`config.mk`:
```
export PLATFORM = sky130hd
export DESIGN_NAME = uart_rx_module_flat
export DESIGN_NICKNAME = d
export VERILOG_FILES = /design/src/rtl/uart_pkg.sv /design/src/rtl/uart_rx_module_if.sv /design/src/rtl/uart_rx_sync.sv /design/src/rtl/uart_rx_module.sv /design/src/flat_wrapper.sv
export SDC_FILE = /design/constraint.sdc
export NUM_CORES = 1
export LEC_CHECK = 0
export BUFFER_PORTS_ARGS = -buffer_cell sky130_fd_sc_hd__buf_2
export CAP_MARGIN = 10
export CORE_AREA = 2 2 80 59
export CTS_CLUSTER_DIAMETER = 50
export DETAILED_ROUTE_END_ITERATION = 8
export DIE_AREA = 0 0 82 61
export GPL_ROUTABILITY_DRIVEN = 0
export PLACE_DENSITY = 0.6
export SYNTH_ARGS = -nofsm -noshare
export SYNTH_HDL_FRONTEND = slang
export SYNTH_SLANG_ARGS = --single-unit
export TNS_END_PERCENT = 100
```
`constraint.sdc`:
```
create_clock -name sys_clk -period 1.9 [get_ports sys_clk]
set_input_delay 0.38 -clock sys_clk [delete_from_list [all_inputs] [get_ports sys_clk]]
set_output_delay 0.38 -clock sys_clk [all_outputs]
set_load 0.01 [all_outputs]
```
`src/rtl/uart_pkg.sv`:
```
// Shared UART definitions: receiver FSM state encoding and baud divisor helper.
package uart_pkg;

    typedef enum logic [2:0] {
        IDLE   = 3'd0,
        START  = 3'd1,
        DATA   = 3'd2,
        PARITY = 3'd3,
        STOP   = 3'd4
    } uart_rx_state_e;

    function automatic int unsigned calc_baud_cnt(input int unsigned clk_freq,
                                                  input int unsigned baud_rate);
        return clk_freq / baud_rate;
    endfunction

endpackage

```
`src/rtl/uart_rx_module_if.sv`:
```
// Receiver-side bundle: serial line in, received byte and status pulses out.
interface uart_rx_module_if #(
    parameter int unsigned DATA_BITS = 8
);
    logic                 uart_rxd;
    logic [DATA_BITS-1:0] rx_data;
    logic                 rx_valid;
    logic                 rx_frame_err;
    logic                 rx_parity_err;
    logic                 rx_busy;

    // master: the receiver itself; slave: line driver / byte consumer
    modport master (
        input  uart_rxd,
        output rx_data, rx_valid, rx_frame_err, rx_parity_err, rx_busy
    );

    modport slave (
        output uart_rxd,
        input  rx_data, rx_valid, rx_frame_err, rx_parity_err, rx_busy
    );
endinterface

```
`src/rtl/uart_rx_sync.sv`:
```
// Two-flop synchronizer for the async serial line plus a history flop for falling-edge detect.
module uart_rx_sync (
    input  logic sys_clk,
    input  logic sys_rst_n,
    input  logic rxd_i,
    output logic rxd_s_o,
    output logic rxd_fall_c_o
);

    logic meta_q;
    logic sync_q;
    logic prev_q;

    // Reset to 1 so a line held low at reset release still looks like an edge
    always_ff @(posedge sys_clk or negedge sys_rst_n) begin
        if (!sys_rst_n) begin
            meta_q <= 1'b1;
            sync_q <= 1'b1;
            prev_q <= 1'b1;
        end else begin
            meta_q <= rxd_i;
            sync_q <= meta_q;
            prev_q <= sync_q;
        end
    end

    assign rxd_s_o      = sync_q;
    assign rxd_fall_c_o = prev_q & ~sync_q;

endmodule

```
`src/rtl/uart_rx_module.sv`:
```
// UART receiver: mid-bit sampling of start/data/[parity]/stop, one-cycle valid/error pulses.
// Optional parity bit is enabled with `define UART_RX_PARITY_EN.
module uart_rx_module
    import uart_pkg::*;
#(
    parameter int unsigned CLK_FREQ   = 50_000_000,
    parameter int unsigned BAUD_RATE  = 115200,
    parameter int unsigned DATA_BITS  = 8,
    parameter int unsigned PARITY_ODD = 0
) (
    input  logic              sys_clk,
    input  logic              sys_rst_n,
    uart_rx_module_if.master  rx_if
);

    localparam int unsigned BAUD_CNT = calc_baud_cnt(CLK_FREQ, BAUD_RATE);
    localparam int unsigned BAUD_W   = $clog2(BAUD_CNT);
    localparam int unsigned BIT_W    = $clog2(DATA_BITS + 1);
    localparam logic [BAUD_W-1:0] HALF_LAST = BAUD_W'(BAUD_CNT / 2 - 1);
    localparam logic [BAUD_W-1:0] FULL_LAST = BAUD_W'(BAUD_CNT - 1);
    localparam logic [BIT_W-1:0]  LAST_BIT  = BIT_W'(DATA_BITS - 1);

    if (BAUD_CNT < 8) begin : g_baud_chk
        $error("uart_rx_module: CLK_FREQ/BAUD_RATE must be at least 8");
    end
    if (DATA_BITS < 5 || DATA_BITS > 8) begin : g_bits_chk
        $error("uart_rx_module: DATA_BITS must be 5..8");
    end
    if (PARITY_ODD > 1) begin : g_par_chk
        $error("uart_rx_module: PARITY_ODD must be 0 or 1");
    end

    uart_rx_state_e       state_q, state_d;
    logic [BAUD_W-1:0]    baud_cnt_q, baud_cnt_d;
    logic [BIT_W-1:0]     bit_cnt_q, bit_cnt_d;
    logic [DATA_BITS-1:0] shift_q, shift_d;
    logic [DATA_BITS-1:0] rx_data_q, rx_data_d;
    logic                 rx_valid_q, rx_valid_d;
    logic                 rx_frame_err_q, rx_frame_err_d;
    logic                 rx_busy_q, rx_busy_d;
    logic                 rxd_s;
    logic                 rxd_fall_c;
    logic                 mid_start;
    logic                 mid_bit;

`ifdef UART_RX_PARITY_EN
    localparam logic PAR_ODD_B = 1'(PARITY_ODD);
    logic par_mis_q, par_mis_d;
    logic rx_parity_err_q, rx_parity_err_d;
`endif

    uart_rx_sync u_sync (
        .sys_clk      (sys_clk),
        .sys_rst_n    (sys_rst_n),
        .rxd_i        (rx_if.uart_rxd),
        .rxd_s_o      (rxd_s),
        .rxd_fall_c_o (rxd_fall_c)
    );

    assign mid_start = (baud_cnt_q == HALF_LAST);
    assign mid_bit   = (baud_cnt_q == FULL_LAST);

    // State register
    always_ff @(posedge sys_clk or negedge sys_rst_n) begin
        if (!sys_rst_n) state_q <= IDLE;
        else            state_q <= state_d;
    end

    // Next-state logic
    always_comb begin
        state_d = state_q;
        unique case (state_q)
            IDLE:   if (rxd_fall_c) state_d = START;
            START:  if (mid_start)  state_d = rxd_s ? IDLE : DATA;
            DATA: begin
                if (mid_bit && (bit_cnt_q == LAST_BIT)) begin
`ifdef UART_RX_PARITY_EN
                    state_d = PARITY;
`else
                    state_d = STOP;
`endif
                end
            end
`ifdef UART_RX_PARITY_EN
            PARITY: if (mid_bit) state_d = STOP;
`endif
            STOP:   if (mid_bit) state_d = IDLE;
            default: state_d = IDLE;
        endcase
    end

    // Datapath and output next values
    always_comb begin
        baud_cnt_d     = baud_cnt_q + BAUD_W'(1);
        bit_cnt_d      = bit_cnt_q;
        shift_d        = shift_q;
        rx_data_d      = rx_data_q;
        rx_valid_d     = 1'b0;
        rx_frame_err_d = 1'b0;
        rx_busy_d      = (state_d != IDLE);
`ifdef UART_RX_PARITY_EN
        par_mis_d       = par_mis_q;
        rx_parity_err_d = 1'b0;
`endif
        unique case (state_q)
            IDLE: begin
                baud_cnt_d = '0;
                bit_cnt_d  = '0;
            end
            START: if (mid_start) baud_cnt_d = '0;
            DATA: begin
                if (mid_bit) begin
                    baud_cnt_d = '0;
                    shift_d    = {rxd_s, shift_q[DATA_BITS-1:1]};
                    bit_cnt_d  = bit_cnt_q + BIT_W'(1);
                end
            end
`ifdef UART_RX_PARITY_EN
            PARITY: begin
                if (mid_bit) begin
                    baud_cnt_d = '0;
                    par_mis_d  = rxd_s ^ (^shift_q) ^ PAR_ODD_B;
                end
            end
`endif
            STOP: begin
                if (mid_bit) begin
                    baud_cnt_d = '0;
                    if (rxd_s) begin
                        rx_data_d  = shift_q;
                        rx_valid_d = 1'b1;
`ifdef UART_RX_PARITY_EN
                        rx_parity_err_d = par_mis_q;
`endif
                    end else begin
                        rx_frame_err_d = 1'b1;
                    end
                end
            end
            default: baud_cnt_d = '0;
        endcase
    end

    always_ff @(posedge sys_clk or negedge sys_rst_n) begin
        if (!sys_rst_n) begin
            baud_cnt_q     <= '0;
            bit_cnt_q      <= '0;
            shift_q        <= '0;
            rx_data_q      <= '0;
            rx_valid_q     <= 1'b0;
            rx_frame_err_q <= 1'b0;
            rx_busy_q      <= 1'b0;
        end else begin
            baud_cnt_q     <= baud_cnt_d;
            bit_cnt_q      <= bit_cnt_d;
            shift_q        <= shift_d;
            rx_data_q      <= rx_data_d;
            rx_valid_q     <= rx_valid_d;
            rx_frame_err_q <= rx_frame_err_d;
            rx_busy_q      <= rx_busy_d;
        end
    end

`ifdef UART_RX_PARITY_EN
    always_ff @(posedge sys_clk or negedge sys_rst_n) begin
        if (!sys_rst_n) begin
            par_mis_q       <= 1'b0;
            rx_parity_err_q <= 1'b0;
        end else begin
            par_mis_q       <= par_mis_d;
            rx_parity_err_q <= rx_parity_err_d;
        end
    end
    assign rx_if.rx_parity_err = rx_parity_err_q;
`else
    assign rx_if.rx_parity_err = 1'b0;
`endif

    assign rx_if.rx_data      = rx_data_q;
    assign rx_if.rx_valid     = rx_valid_q;
    assign rx_if.rx_frame_err = rx_frame_err_q;
    assign rx_if.rx_busy      = rx_busy_q;

endmodule

```
`src/flat_wrapper.sv`:
```
// flat-port wrapper written by rule: the top's interface ports become plain ports
module uart_rx_module_flat import uart_pkg::*;
#(
    parameter int unsigned CLK_FREQ   = 50_000_000,
    parameter int unsigned BAUD_RATE  = 115200,
    parameter int unsigned DATA_BITS  = 8,
    parameter int unsigned PARITY_ODD = 0
)
  (sys_clk, sys_rst_n, rx_if_uart_rxd, rx_if_rx_data, rx_if_rx_valid, rx_if_rx_frame_err, rx_if_rx_parity_err, rx_if_rx_busy);
  uart_rx_module_if #(.DATA_BITS(DATA_BITS)) rx_if_i ();
  input  logic sys_clk;
  input  logic sys_rst_n;
  input wire logic [$bits(rx_if_i.uart_rxd)-1:0] rx_if_uart_rxd;
  output wire logic [$bits(rx_if_i.rx_data)-1:0] rx_if_rx_data;
  output wire logic [$bits(rx_if_i.rx_valid)-1:0] rx_if_rx_valid;
  output wire logic [$bits(rx_if_i.rx_frame_err)-1:0] rx_if_rx_frame_err;
  output wire logic [$bits(rx_if_i.rx_parity_err)-1:0] rx_if_rx_parity_err;
  output wire logic [$bits(rx_if_i.rx_busy)-1:0] rx_if_rx_busy;
  assign rx_if_i.uart_rxd = rx_if_uart_rxd;
  assign rx_if_rx_data = rx_if_i.rx_data;
  assign rx_if_rx_valid = rx_if_i.rx_valid;
  assign rx_if_rx_frame_err = rx_if_i.rx_frame_err;
  assign rx_if_rx_parity_err = rx_if_i.rx_parity_err;
  assign rx_if_rx_busy = rx_if_i.rx_busy;
  uart_rx_module #(.CLK_FREQ(CLK_FREQ), .BAUD_RATE(BAUD_RATE), .DATA_BITS(DATA_BITS), .PARITY_ODD(PARITY_ODD)) u_core (.sys_clk(sys_clk), .sys_rst_n(sys_rst_n), .rx_if(rx_if_i));
endmodule
```
; ---- Yosys cells after proc, flatten, opt, wreduce, memory -nomap -nowiden
; Cells that the tools add are included.
[totals]
regBits = 38
in_bits = 3
wordCells = 47
[op_classes]
n_addsub = 2
eq_ne = 7
mux = 17
bitwise_logic = 2
n_reduce_logical = 8
[ops]
columns = cell, n
row1 = 9-bit two-way mux, 2
row2 = 9-bit case mux with 2 select lines, 1
row3 = 3-bit two-way mux, 4
row4 = 3-bit case mux with 4 select lines, 1
row5 = "9-bit by 1-bit adder with 9-bit output, second input constant", 1
row6 = "9-bit by 8-bit == test with 1-bit output, second input constant", 1
row7 = "9-bit == test, second input constant", 1
row8 = 4-bit case mux with 2 select lines, 1
row9 = 1-bit two-way mux, 6
row10 = "4-bit by 1-bit adder with 4-bit output, second input constant", 1
row11 = "4-bit by 3-bit == test with 1-bit output, second input constant", 1
row12 = 4-bit two-way mux, 1
row13 = 2-bit AND reduction, 2
row14 = "3-bit by 1-bit == test with 1-bit output, second input constant", 1
row15 = "3-bit by 2-bit == test with 1-bit output, second input constant", 1
row16 = "3-bit == test, second input constant", 1
row17 = 3-bit zero test, 1
row18 = 3-bit AND reduction, 1
row19 = 3-bit nonzero test, 1
row20 = 2-bit two-way mux, 1
row21 = "2-bit by 1-bit != test with 1-bit output, second input constant", 1
row22 = 2-bit nonzero test, 1
row23 = 2-bit OR reduction, 1
row24 = 1-bit bitwise AND, 1
row25 = 2 further kinds, 2

; ---- Logic depth before layout (Yosys ltp)
[logic_depth]
depth_word = 5
depth_mapped = 6

; ---- By module
; A second synthesis with hierarchy kept.
[hier_totals]
hier_cells = 144
area_unflattened_um2 = 1764.2
[modules_own_cells]
columns = mod, n_inst, cells_each, area_per_inst_um2, seq_area_each_um2
row1 = uart_rx_module, 1, 140, 1671.6, 875.8
row2 = uart_rx_sync, 1, 4, 92.6, 78.8

; ---- Least setup slack after synthesis
; No wires, ideal clock.
[synth_timing]
path_type = register to register
start = register u_core.baud_cnt_q[1]
end = register u_core.shift_q[0]
t_arrival_ns = 1.625
required_ns = 1.775
path_slack_ns = 0.149
path_stages_with_launch = 7
period_less_slack_ns = 1.751
cell_sequence = dfrtp_1 -> inv_1 -> ha_1 -> nand4b_2 -> or3_4 -> buf_6 -> mux2_4
[synth_via]
elab_chain_cells = 2
[synth_rtl]
columns = element, line
row1 = "start, declared", uart_rx_module.sv:34  ; logic [BAUD_W-1:0] baud_cnt_q, baud_cnt_d;
row2 = "start signal, assigned", uart_rx_module.sv:154  ; baud_cnt_q <= baud_cnt_d;
row3 = 9-bit == test, uart_rx_module.sv:61  ; assign mid_bit = (baud_cnt_q == FULL_LAST);
row4 = 2-bit AND reduction (no source line), n/a
row5 = "end signal, assigned", uart_rx_module.sv:156  ; shift_q <= shift_d;
row6 = "end, declared", uart_rx_module.sv:36  ; logic [DATA_BITS-1:0] shift_q, shift_d;
; No other way between the ends.
; A chain may end at the register's enable or synchronous reset.

; ---- Worst setup path after layout
[layout_timing]
start = register u_core.state_q[0]
end = register u_core.shift_q[2]
[layout_via]
elab_chain_cells = 2
[layout_rtl]
columns = element, line
row1 = "start, declared", uart_rx_module.sv:33  ; uart_rx_state_e state_q, state_d;
row2 = "start signal, assigned", uart_rx_module.sv:66  ; else state_q <= state_d;
row3 = 3-bit by 2-bit == test with 1-bit output, uart_rx_module.sv:105  ; unique case (state_q)
row4 = 2-bit AND reduction (no source line), n/a
; No other way between the ends.

==> impl_results.rst <==
.. list-table::
   :header-rows: 1

   * - Metric
     - Value
   * - Net load switching power
     - around 500 uW
   * - Antenna cell count
     - 0
   * - Maximum number of pins on one net before global-route repair
     - 21
   * - Flops & latches, synth
     - 38
   * - Die extent in y
     - 61 um
   * - Cell area after synthesis
     - about 1800 um^2
   * - Post-cts hold buffer count
     - 0
   * - Number of DRC violations after detailed-routing iteration 0
     - 89
   * - End point of the critical path
     - u_core.shift_q[2]
   * - CP startpoint
     - u_core.state_q[0]
   * - Required arrival time at the worst endpoint
     - just over 2000 ps
   * - Routed met3 length
     - about 160 um
   * - Detailed placement HPWL
     - ~2600 um
   * - Total met2 wirelength after detailed routing
     - 1706 um
   * - Count of nets after finishing
     - 179
   * - Distinct cell type count after synthesis
     - 44
   * - Critical path, cell by cell
     - or3b_1 -> or3_4 -> mux2_4
   * - Total number of vias
     - 1270
   * - Share of the cycle needed by the critical path after routing
     - 92.68%
   * - Synthesized area per cell
     - 12.00 um^2
   * - Clock sink count
     - 38
   * - Number of hold violations in the final report
     - 0
   * - Die area
     - 5002 um^2
   * - Number of gates on the worst path with buffers counted
     - 3
   * - Residual DRC
     - 0
   * - Worst path setup slack after routing
     - 139.1 ps
   * - Wire length of the first global-routing pass
     - 5989 um
   * - CTS tree
     - built
   * - Share of async-settable or async-resettable flops after synthesis
     - 100.0%
   * - Setup repair bufs after CTS
     - 0
   * - Top layer in use
     - met3
   * - Largest voltage drop on the vdd net
     - 379.9 uV
   * - Leading post-synthesis cells by instance count
     - sky130_fd_sc_hd__dfrtp_1, sky130_fd_sc_hd__o21ai_0, sky130_fd_sc_hd__mux2_2, sky130_fd_sc_hd__mux2_4
   * - Arr. time, crit path
     - between 1500 and 2000 ps
   * - Layout-stage area growth over the synthesis result
     - 14.50%
   * - Biggest area consumer among synthesized cells
     - sky130_fd_sc_hd__dfrtp_1
   * - Cells after Synth
     - approximately 150
   * - Unrepaired setup endpoints after global routing
     - false
   * - Worst reg2reg path startpoint
     - u_core.state_q[0]
   * - Final standard cell area without fillers
     - roughly 2100 um^2
   * - Post-Route Setup TNS
     - 0 ps
   * - Power density over the cells
     - 857.0 nW/um^2
   * - Cell leakage power
     - slightly above 0.001 uW
   * - Critical Path Fanout Max
     - 9
   * - Top-area cell type share of the netlist area
     - between 40% and 50%
   * - R2R depth
     - 3
   * - Primary flip-flop cell chosen by synthesis mapping
     - sky130_fd_sc_hd__dfrtp_1
   * - Total of buffers placed on input and output ports
     - 13
   * - Peak clock frequency supported by timing
     - 567.9 MHz
   * - Clock-pin slew reported for the worst setup and hold paths after clock tree synthesis
     - 70 ps
   * - Setup slack of the worst register-to-register path
     - 140 ps
   * - IO Pins
     - 15
   * - Post-Synthesis Net Count
     - 158
   * - Seq pwr share
     - 53.5%
   * - Wire length the detailed router placed on met1
     - about 1700 um
   * - Largest cells by area after synthesis
     - sky130_fd_sc_hd__dfrtp_1, sky130_fd_sc_hd__mux2_4, sky130_fd_sc_hd__mux2_2, sky130_fd_sc_hd__dfstp_2, sky130_fd_sc_hd__ha_1
   * - Critical Path Source Type
     - register
   * - Hold slack
     - 39.86 ps
   * - Filler cells
     - 392
   * - Global-route total usage across every layer
     - 16.13%
   * - Area taken by flip-flops and latches
     - roughly 950 um^2
   * - Per-cell via count in the routed design
     - 5.570
   * - Number of enable-type register cells in the synthesized netlist
     - 0
   * - Bufs and invs on worst path
     - 0
   * - Share of total power consumed by net switching
     - around 28%
   * - Number of max-slew violations in the final report
     - 0
   * - Initial antenna violation count
     - 0
   * - Initial core utilization
     - 43.10%
   * - Portion of the post-synthesis area used by sequential elements
     - 52.69%
   * - Internal
     - 1278 uW
   * - Placement-stage cell area
     - just under 2000 um^2
   * - Post-place setup slack
     - 155.8 ps
   * - Clock share of power
     - 32.1%
   * - Ratio of cells with drive above 1 in the final layout
     - about a third
   * - Status
     - finished, final reports clean
   * - Maximum buffer depth of the clock tree
     - 2
   * - Share of power burned in combinational logic
     - 14.4%
   * - Finish-stage setup viols
     - 0
   * - Post-route antenna net violation count
     - 0
   * - Warnings, synthesis
     - 0
   * - Stage delay of the slowest cell on the critical path
     - approximately 460 ps
   * - Count of instances resized after the clock tree is built
     - 0
   * - Routed wire length
     - ~3600 um
   * - Clock buffers created by TritonCTS
     - 5
   * - Final routed wire length divided by cell count
     - 15.67 um
   * - H-tree level count
     - 2
   * - Crit path max-delay family
     - simple AND/OR/NAND/NOR gates
   * - Clk root buf
     - sky130_fd_sc_hd__clkbuf_8
   * - Max Cap Violations
     - 0
   * - Minimum clock period
     - between 1500 and 2000 ps
   * - Crit-path slowest cell
     - sky130_fd_sc_hd__or3b_1
   * - WS Path Type
     - reg -> reg
   * - Core Footprint
     - 4204 um^2
   * - Cell Rows
     - 20
   * - Most common cell in the netlist
     - sky130_fd_sc_hd__dfrtp_1
   * - Crit end category
     - register
   * - Overflow left after global routing
     - 0
   * - Clock Skew
     - 2.524 ps
   * - X dimension of the die
     - about 82 um
   * - First-pass detailed-route iteration total
     - 4
   * - Via count of the first global-routing pass
     - 1211
   * - Class of the worst hold path
     - in -> async
   * - Crit Reg-Reg Endpoint
     - u_core.shift_q[2]
   * - Multi-input gate area
     - 777.0 um^2
   * - Clock insertion delay at the later pin of the skew report
     - 280 ps
   * - Power, Total
     - 1778 uW
-- how the worst min path moves through the flow --
| stage | startpoint | to | slack (ps) |
|---|---|---|---|
| after floorplan | sys_rst_n | u_core.baud_cnt_q[0] | 80 |
| after global placement | sys_rst_n | u_core.baud_cnt_q[2] | 350 |
| after detailed placement | u_core.u_sync.meta_q | u_core.u_sync.rxd_s_o | 350 |
| after CTS | sys_rst_n | u_core.rx_if.rx_frame_err | 50 |
| after global routing | sys_rst_n | u_core.baud_cnt_q[5] | 70 |
| final | sys_rst_n | u_core.baud_cnt_q[2] | 40 |
-- logic make-up after synthesis --
logic type / after synthesis / share of synthesized area, %
xor+xnor: 3 / 1.451
fa+ha+maj: 4 / 2.763
buf+inv: 15 / 4.420
mux: 18 / 12.71
compound gates: 25 / 8.702
flops: 38 / 52.69
simple gates: 47 / 17.06
other cells: 1 / 0.2070
-- layout make-up --
| cell class | count | area share [%] |
|---|---|---|
| timing repair buffer | 24 | 7.720 |
| clock inverter | 2 | 0.6031 |
| sequential | 38 | 46.02 |
| inverter | 5 | 0.9047 |
| clock buffer | 6 | 3.981 |
| tap | 55 | 3.317 |
| multi-input combinational | 98 | 37.45 |
-- sequential cells by signal, summed over array words and instances, names as in the netlist, 3 cells and up --
name                  flops
u_core.baud_cnt_q         9
u_core.bit_cnt_q          4
u_core.rx_if.rx_data      8
u_core.shift_q            8
u_core.state_q            3
-- cell usage in the layout, fill, tap and decap left out, types with 2 or more instances in the layout --
master / count
sky130_fd_sc_hd__nor3b_1: 2
sky130_fd_sc_hd__a21boi_0: 2
sky130_fd_sc_hd__nor4b_1: 2
sky130_fd_sc_hd__nand3_1: 7
sky130_fd_sc_hd__nand2b_1: 2
sky130_fd_sc_hd__nor2_1: 2
sky130_fd_sc_hd__a21oi_1: 5
sky130_fd_sc_hd__a22oi_1: 4
sky130_fd_sc_hd__dfstp_2: 3
sky130_fd_sc_hd__or3_1: 5
sky130_fd_sc_hd__mux2_2: 8
sky130_fd_sc_hd__mux2i_1: 2
sky130_fd_sc_hd__inv_1: 5
sky130_fd_sc_hd__xor2_1: 2
sky130_fd_sc_hd__buf_2: 13
sky130_fd_sc_hd__o21ai_0: 9
sky130_fd_sc_hd__mux2_4: 8
sky130_fd_sc_hd__nor2b_1: 2
sky130_fd_sc_hd__ha_1: 4
sky130_fd_sc_hd__nand4_1: 7
sky130_fd_sc_hd__dfrtp_1: 35
sky130_fd_sc_hd__buf_4: 10
sky130_fd_sc_hd__clkbuf_8: 6
sky130_fd_sc_hd__nand2_1: 6
-- metal layers --
layer  track usage, %  up-vias
li1                 -      592
met1            22.05      648
met2            25.78       30
met3            4.613        0
met4            3.571        0
met5                0        -
-- power by group through the flow --
stage / sequential, uW / clock, uW / combinational [uW]
floorplan: 915 / 0 / 237
global placement: 959 / 0 / 250
detailed placement: 964 / 0 / 261
CTS: 949 / 588 / 261
global route: 960 / 632 / 298
finish: 951 / 570 / 256
-- worst reg2reg max path, stage by stage, from the launching register on --
cell                      delay (ps)
sky130_fd_sc_hd__dfrtp_1         390
sky130_fd_sc_hd__or3b_1          460
sky130_fd_sc_hd__or3_4           460
sky130_fd_sc_hd__mux2_4          330
-- per-stage QoR --
stage,utilization [%],instances
2_1_floorplan,-,151
3_3_place_gp,47.08,220
3_5_place_dp,47.08,220
4_1_cts,49.35,228
5_1_grt,49.35,228
6_report,49.35,228
(Power assumes the default switching activity.)
